## src/rtl/ecc_if_pkg.sv

```systemverilog
// Shared encodings and helpers for the ECC operand/scalar host interface.
package ecc_if_pkg;

    localparam logic [1:0] WR_SEL_OPERAND = 2'b00;
    localparam logic [1:0] WR_SEL_SCALAR  = 2'b01;

    typedef enum logic [1:0] {
        RD_IDLE = 2'd0,
        RD_ADDR = 2'd1,
        RD_CAP  = 2'd2,
        RD_OUT  = 2'd3
    } rd_state_e;

    function automatic int ceil_div(input int num, input int den);
        return (num + den - 1) / den;
    endfunction

endpackage

```

## src/rtl/ecc_scalar_shifter.sv

```systemverilog
// Scalar register with word-slot loading and DIGIT_W-bit left rotation
// feeding the ECC controller one digit per request.
module ecc_scalar_shifter
    import ecc_if_pkg::*;
#(
    parameter int DATA_W      = 32,
    parameter int DIGIT_W     = 1,
    parameter int SCALAR_SIZE = 385,
    parameter int SWORDS      = 13,
    parameter int SLOT_W      = 4
) (
    input  logic               clk,
    input  logic               reset_n,
    input  logic               load_i,
    input  logic [SLOT_W-1:0]  slot_i,
    input  logic [DATA_W-1:0]  data_i,
    input  logic               req_i,
    output logic [DIGIT_W-1:0] digit_o,
    output logic [8:0]         digit_cnt_o,
    output logic               done_o
);

    localparam int NUM_DIGITS = ceil_div(SCALAR_SIZE, DIGIT_W);
    localparam int PAD_W      = NUM_DIGITS * DIGIT_W;
    localparam int SW_BITS    = SWORDS * DATA_W;
    localparam logic [SW_BITS-1:0] SC_MASK = {SW_BITS{1'b1}} >> (SW_BITS - SCALAR_SIZE);

    logic [SW_BITS-1:0] scalar_q, scalar_d;
    logic [PAD_W-1:0]   rot_q, rot_d;
    logic [8:0]         cnt_q, cnt_d;
    logic               done_q, done_d;

    // A load restarts the rotation from the freshly loaded value, so a
    // same-cycle digit request is intentionally lost.
    always_comb begin
        scalar_d = scalar_q;
        rot_d    = rot_q;
        cnt_d    = cnt_q;
        done_d   = 1'b0;
        if (load_i) begin
            scalar_d = scalar_q;
            scalar_d[int'(slot_i) * DATA_W +: DATA_W] = data_i;
            scalar_d = scalar_d & SC_MASK;
            rot_d    = PAD_W'(scalar_d[SCALAR_SIZE-1:0]) << (PAD_W - SCALAR_SIZE);
            cnt_d    = '0;
        end else if (req_i) begin
            rot_d = (rot_q << DIGIT_W) | (rot_q >> (PAD_W - DIGIT_W));
            if (cnt_q == 9'(NUM_DIGITS - 1)) begin
                cnt_d  = '0;
                done_d = 1'b1;
            end else begin
                cnt_d = cnt_q + 9'd1;
            end
        end
    end

    always_ff @(posedge clk or negedge reset_n) begin
        if (!reset_n) begin
            scalar_q <= '0;
            rot_q    <= '0;
            cnt_q    <= '0;
            done_q   <= 1'b0;
        end else begin
            scalar_q <= scalar_d;
            rot_q    <= rot_d;
            cnt_q    <= cnt_d;
            done_q   <= done_d;
        end
    end

    assign digit_o     = rot_q[PAD_W-1 -: DIGIT_W];
    assign digit_cnt_o = cnt_q;
    assign done_o      = done_q;

endmodule

```

## src/rtl/ecc_operand_if.sv

```systemverilog
// Host-side operand/scalar interface: assembles operands for RAM port B,
// streams RAM words back to the host and hands the scalar to the controller.
module ecc_operand_if
    import ecc_if_pkg::*;
#(
    parameter int REG_SIZE    = 384,
    parameter int DATA_W      = 32,
    parameter int ADDR_W      = 6,
    parameter int DIGIT_W     = 1,
    parameter int SCALAR_SIZE = REG_SIZE + 1
) (
    input  logic                clk,
    input  logic                reset_n,
    input  logic                wr_en_i,
    input  logic [1:0]          wr_sel_i,
    input  logic [ADDR_W-1:0]   wr_addr_i,
    input  logic [DATA_W-1:0]   wr_data_i,
    input  logic                wr_clr_i,
    input  logic                rd_req_i,
    input  logic [ADDR_W-1:0]   rd_addr_i,
    input  logic                rd_ack_i,
    output logic                rd_valid_o,
    output logic [DATA_W-1:0]   rd_data_o,
    output logic [ADDR_W-1:0]   ram_addr_o,
    output logic                ram_we_o,
    output logic [REG_SIZE-1:0] ram_din_o,
    input  logic [REG_SIZE-1:0] ram_dout_i,
    input  logic                busy_i,
    input  logic                req_digit_i,
    output logic [DIGIT_W-1:0]  digit_o,
    output logic [8:0]          digit_cnt_o,
    output logic                scalar_done_o,
    output logic                err_o,
    input  logic                err_clr_i
);

    localparam int NUM_WORDS = ceil_div(REG_SIZE, DATA_W);
    localparam int SWORDS    = ceil_div(SCALAR_SIZE, DATA_W);
    localparam int OP_BITS   = NUM_WORDS * DATA_W;
    localparam int OP_PTR_W  = (NUM_WORDS > 1) ? $clog2(NUM_WORDS) : 1;
    localparam int SC_PTR_W  = (SWORDS > 1) ? $clog2(SWORDS) : 1;

    logic [OP_BITS-1:0]  op_buf_q, op_buf_d;
    logic [OP_PTR_W-1:0] op_ptr_q, op_ptr_d;
    logic [SC_PTR_W-1:0] sc_ptr_q, sc_ptr_d;
    logic                ram_we_q, ram_we_d;
    logic [ADDR_W-1:0]   commit_addr_q, commit_addr_d;
    logic                err_q, err_d;

    rd_state_e           state_q;
    logic [ADDR_W-1:0]   rd_addr_q;
    logic [OP_BITS-1:0]  rd_buf_q;
    logic [OP_PTR_W-1:0] rd_idx_q;
    logic                rd_valid_q;

    logic wr_op, wr_sc, op_last, rd_start, err_set;

    always_comb begin
        wr_op    = wr_en_i && !wr_clr_i && !busy_i && (wr_sel_i == WR_SEL_OPERAND);
        wr_sc    = wr_en_i && !wr_clr_i && !busy_i && (wr_sel_i == WR_SEL_SCALAR);
        op_last  = wr_op && (op_ptr_q == OP_PTR_W'(NUM_WORDS - 1));
        rd_start = (state_q == RD_IDLE) && rd_req_i && !busy_i && !ram_we_q;
        // Anything the host tries while the engine owns the RAM, or any
        // RAM activity of ours that busy_i cuts short, is flagged.
        err_set  = (wr_en_i && !wr_clr_i && busy_i)
                 || ((state_q == RD_IDLE) && rd_req_i && busy_i)
                 || ((state_q != RD_IDLE) && busy_i)
                 || (ram_we_q && busy_i);

        op_buf_d = op_buf_q;
        if (wr_op) begin
            op_buf_d[int'(op_ptr_q) * DATA_W +: DATA_W] = wr_data_i;
        end

        op_ptr_d = op_ptr_q;
        if (wr_clr_i) begin
            op_ptr_d = '0;
        end else if (wr_op) begin
            op_ptr_d = op_last ? '0 : op_ptr_q + 1'b1;
        end

        sc_ptr_d = sc_ptr_q;
        if (wr_clr_i) begin
            sc_ptr_d = '0;
        end else if (wr_sc) begin
            sc_ptr_d = (sc_ptr_q == SC_PTR_W'(SWORDS - 1)) ? '0 : sc_ptr_q + 1'b1;
        end

        ram_we_d      = op_last;
        commit_addr_d = op_last ? wr_addr_i : commit_addr_q;

        if (err_set) begin
            err_d = 1'b1;
        end else if (err_clr_i) begin
            err_d = 1'b0;
        end else begin
            err_d = err_q;
        end
    end

    always_ff @(posedge clk or negedge reset_n) begin
        if (!reset_n) begin
            op_buf_q      <= '0;
            op_ptr_q      <= '0;
            sc_ptr_q      <= '0;
            ram_we_q      <= 1'b0;
            commit_addr_q <= '0;
            err_q         <= 1'b0;
        end else begin
            op_buf_q      <= op_buf_d;
            op_ptr_q      <= op_ptr_d;
            sc_ptr_q      <= sc_ptr_d;
            ram_we_q      <= ram_we_d;
            commit_addr_q <= commit_addr_d;
            err_q         <= err_d;
        end
    end

    // Readback FSM; busy_i in any non-idle state abandons the read.
    always_ff @(posedge clk or negedge reset_n) begin
        if (!reset_n) begin
            state_q    <= RD_IDLE;
            rd_addr_q  <= '0;
            rd_buf_q   <= '0;
            rd_idx_q   <= '0;
            rd_valid_q <= 1'b0;
        end else if (busy_i && (state_q != RD_IDLE)) begin
            state_q    <= RD_IDLE;
            rd_idx_q   <= '0;
            rd_valid_q <= 1'b0;
        end else begin
            case (state_q)
                RD_IDLE: begin
                    if (rd_start) begin
                        rd_addr_q <= rd_addr_i;
                        state_q   <= RD_ADDR;
                    end
                end
                RD_ADDR: state_q <= RD_CAP;
                RD_CAP: begin
                    rd_buf_q   <= OP_BITS'(ram_dout_i);
                    rd_idx_q   <= '0;
                    rd_valid_q <= 1'b1;
                    state_q    <= RD_OUT;
                end
                RD_OUT: begin
                    if (rd_ack_i) begin
                        if (rd_idx_q == OP_PTR_W'(NUM_WORDS - 1)) begin
                            rd_idx_q   <= '0;
                            rd_valid_q <= 1'b0;
                            state_q    <= RD_IDLE;
                        end else begin
                            rd_idx_q <= rd_idx_q + 1'b1;
                        end
                    end
                end
                default: state_q <= RD_IDLE;
            endcase
        end
    end

    always_comb begin
        ram_addr_o = '0;
        if (!busy_i) begin
            if (ram_we_q) begin
                ram_addr_o = commit_addr_q;
            end else if (state_q == RD_ADDR) begin
                ram_addr_o = rd_addr_q;
            end
        end
    end

    assign ram_we_o   = ram_we_q && !busy_i;
    assign ram_din_o  = op_buf_q[REG_SIZE-1:0];
    assign rd_valid_o = rd_valid_q;
    assign rd_data_o  = rd_valid_q ? rd_buf_q[int'(rd_idx_q) * DATA_W +: DATA_W] : '0;
    assign err_o      = err_q;

    ecc_scalar_shifter #(
        .DATA_W      (DATA_W),
        .DIGIT_W     (DIGIT_W),
        .SCALAR_SIZE (SCALAR_SIZE),
        .SWORDS      (SWORDS),
        .SLOT_W      (SC_PTR_W)
    ) u_shifter (
        .clk         (clk),
        .reset_n     (reset_n),
        .load_i      (wr_sc),
        .slot_i      (sc_ptr_q),
        .data_i      (wr_data_i),
        .req_i       (req_digit_i),
        .digit_o     (digit_o),
        .digit_cnt_o (digit_cnt_o),
        .done_o      (scalar_done_o)
    );

endmodule

```

## config.mk

```make
export PLATFORM = sky130hd
export DESIGN_NAME = ecc_operand_if
export DESIGN_NICKNAME = d
export VERILOG_FILES = /design/src/rtl/ecc_if_pkg.sv /design/src/rtl/ecc_scalar_shifter.sv /design/src/rtl/ecc_operand_if.sv
export SDC_FILE = /design/constraint.sdc
export NUM_CORES = 2
export LEC_CHECK = 0
export ABC_AREA = 1
export BUFFER_PORTS_ARGS = -buffer_cell sky130_fd_sc_hd__clkbuf_2
export CAP_MARGIN = 25
export CORE_MARGIN = 4
export CORE_UTILIZATION = 40
export CTS_BUF_LIST = sky130_fd_sc_hd__clkbuf_4
export CTS_CLUSTER_DIAMETER = 60
export DETAILED_ROUTE_END_ITERATION = 16
export SYNTH_ARGS = -nofsm -noshare
export SYNTH_HDL_FRONTEND = slang
export SYNTH_SLANG_ARGS = --single-unit
```

## constraint.sdc

```tcl
create_clock -name clk -period 7.3 [get_ports clk]
set_input_delay 1.46 -clock clk [delete_from_list [all_inputs] [get_ports clk]]
set_output_delay 1.46 -clock clk [all_outputs]
set_load 0.01 [all_outputs]
```

==> impl_metrics.tcl <==
set metrics [dict create \
    route.detailed.drc 0 \
    netlist.area_leader.share 0.543 \
    grt-ovfl-total 0 \
    yosys_warnings 0 \
    worst-r2r-cell-count 9 \
    rsz0062_at_grt "false" \
    numClockSinks 1577 \
    synth_most_common_cell "nand2_1" \
    io_buffers 874 \
    start_util 0.402 \
    grt_pass1_wl_um 420000 \
    grt_max_degree 248 \
    regArea_um2 39500 \
    die_y_um 434 \
    tightest_slew_ps 1280 \
    numCtsBuffers 442 \
    irDropWorstVdd_mv 0.355 \
    path_cells "buf_4 > o21ai_0 > o32ai_1 > nand2_1 > a21oi_1 > clkbuf_2" \
    antenna_found_initial 35 \
    finalNetCount 10300 \
    hp-class "in2async" \
    rrSetupSlack_ps 2100 \
    max_stage_delay_ps 990 \
    dieWidth_um 434 \
    p_leak_uw 0.0422 \
    fin_tns_setup_ps 0 \
    combPwrFrac 0.277 \
    synth-seq-cells 1577 \
    p_int_uw 17200 \
    cp-start-kind "register" \
    yosys-top-cells-area "dfrtp_1 (54%), nand2_1 (15%), o21ai_0 (5.7%), nand3_1 (5.2%), nor2_1 (4.0%)" \
    cpMaxStageDelayCell "dfrtp_4" \
    finalWeightedCongestion 0.939 \
    multi_input_area_um2 28700 \
    avgSynthCellArea_um2 7.95 \
    finalClockSkew_ps 121 \
    pin_count 875 \
    sequentialPowerShare 0.436 \
    rows 156 \
    synth_seq_area_share 0.543 \
    synthCells 9140 \
    clockPowerShare 0.287 \
    fillerInstances 18100 \
    root_buffer "clkbuf_4" \
    cp.arrival_ps 4650 \
    track_usage 0.292 \
    vias_per_cell 5.51 \
    drt-initial-drc-count 7351 \
    synth_edf_count 0 \
    dr.pass1.iters 6 \
    wl_per_cell_um 22.4 \
    postCtsSetupBuffers 0 \
    timing.final.hold_violations 0 \
    swShare 0.375 \
    slew_headroom 0.149 \
    cts_tree "done" \
    fin_crit_ps 6110 \
    async_flop_share 1.00 \
    drt_wl_total_um 282000 \
    r2r-start "sc_ptr_q[0]" \
    p_sw_uw 10300 \
    drv_slew 0 \
    die-area_um2 189000 \
    clock_latency_ps 1400 \
    clk_path_buf_depth 4 \
    path_class "reg2out" \
    maxCapViolCount 0 \
    crit_fanout 77 \
    num_vias 69300 \
    dp_hpwl_um 185000 \
    finalCritPeriodShare 0.838 \
    drive_gt1_frac 0.174 \
    syn-num-nets 9592 \
    area_delta_synth_final_pct 15.5 \
    synth.distinct_cells 45 \
    max_clock_freq_mhz 164 \
    core-area_um2 181000 \
    powerDensity_nw_per_um2 327 \
    status "finished, final reports clean" \
    synth_area_um2 72700 \
    ant_nets 0 \
    hold_slack_ps 112 \
    crit_required_ps 5840 \
    r2r_end "u_shifter.rot_q[45]" \
    setup_viol 0 \
    hold_buffers 0 \
    synthTopCellsByCount "nand2_1 (2936), dfrtp_1 (1577), o21ai_0 (828), nor2_1 (771), nand3_1 (761)" \
    cts_resized 0 \
    synth.largest_area_cell "dfrtp_1" \
    end_kind "output pin" \
    grt_pass1_vias 65900 \
    path_clk_slew_ps 60 \
    h-tree-depth 5 \
    synth_ff_type "dfrtp_1" \
]
[layout make-up]
cell class	count	share of cell area
flip-flops and latches	1577	0.470
well taps	2370	0.0353
clock inverters	83	0.00484
inverters	512	0.0233
diodes	32	0.000954
clock buffers	640	0.0572
multi-input cells	6370	0.342
repair buffers	992	0.0664
[through the flow]
step           instances  setup slack [ps]  instance area, um^2  utilization  total power [uW]
2_1_floorplan       9140              3780                72700            -             16700
3_3_place_gp       11800              2450                78600        0.435             19400
3_5_place_dp       11800              2270                78600        0.435             19600
4_1_cts            12500              1060                83900        0.464             27500
5_1_grt            12600              1070                83900        0.464             29200
6_report           12600              1190                83900        0.464             27400
[per-layer routing]
metal  vias up  track usage  share of wire
li1      31500            -              -
met1     33900        0.386           0.40
met2      3236        0.439           0.45
met3       639       0.0675          0.086
met4        12        0.174          0.062
met5         -            0        0.00024
[how the worst max path moves through the flow]
stage                 from  cells after the start             endpoint  slack (ps)
2_1_floorplan       busy_i                      4        ram_addr_o[0]        3780
3_3_place_gp   sc_ptr_q[0]                      9  u_shifter.rot_q[51]        2450
3_5_place_dp   sc_ptr_q[0]                      9  u_shifter.rot_q[45]        2270
4_1_cts        rd_idx_q[1]                      6         rd_data_o[6]        1060
5_1_grt        rd_idx_q[1]                      6         rd_data_o[6]        1070
6_report       rd_idx_q[1]                      6         rd_data_o[2]        1190
[power groups by stage]
stage	logic (uW)	registers (uW)	clock network, uW
floorplan	5010	11700	0
global placement	7370	12000	0
detailed placement	7530	12100	0
CTS	7570	11900	8040
global route	8500	12200	8540
finish	7610	12000	7870
[critical path, delay by kind of cell, from the launching register on]
family	cells	cell delay, ps
AO/OA/AOI/OAI	3	1070
flip-flops	1	990
buffers and inverters	2	790
AND/OR/NAND/NOR	1	340
[flip-flops by register name, summed over array words and instances (netlist names)]
| name | flops |
|---|---|
| rd_buf_q | 384 |
| sc_ptr_q | 4 |
| commit_addr_q | 6 |
| u_shifter.rot_q | 385 |
| u_shifter.digit_cnt_o | 9 |
| rd_valid_o | 1 |
| ram_we_q | 1 |
| u_shifter.done_o | 1 |
| err_o | 1 |
| op_ptr_q | 4 |
| u_shifter.scalar_q | 385 |
| rd_idx_q | 4 |
| ram_din_o | 384 |
| state_q | 2 |
| rd_addr_q | 6 |
[kinds of logic after synthesis]
family | count (synthesis) | synth area share
XOR/XNOR | 3 | 0.000465
flip-flops | 1577 | 0.543
AND/OR/NAND/NOR | 4834 | 0.275
AO/OA/AOI/OAI | 1455 | 0.105
buffers and inverters | 1193 | 0.0641
adder cells (fa/ha/maj) | 13 | 0.00224
multiplexers | 65 | 0.0101
[cells in the final DEF, fill, tap and decap left out, types with 20 or more instances in the layout]
| cell type | synthesis | layout |
|---|---|---|
| nor2_1 | 771 | 766 |
| buf_12 | 0 | 24 |
| clkbuf_2 | 2 | 873 |
| nand3_1 | 761 | 757 |
| o211ai_1 | 64 | 64 |
| nand4_1 | 233 | 233 |
| nor3_1 | 96 | 96 |
| diode_2 | 0 | 32 |
| o32ai_1 | 32 | 32 |
| dfrtp_1 | 1577 | 1573 |
| clkinv_1 | 3 | 64 |
| nand2_1 | 2936 | 2931 |
| mux2_2 | 45 | 45 |
| inv_1 | 497 | 495 |
| a21oi_1 | 314 | 314 |
| clkbuf_4 | 0 | 640 |
| o21ai_0 | 828 | 828 |
| mux2_1 | 20 | 20 |
| o21ai_1 | 198 | 198 |
| buf_4 | 10 | 94 |
(Power assumes the default switching activity.)
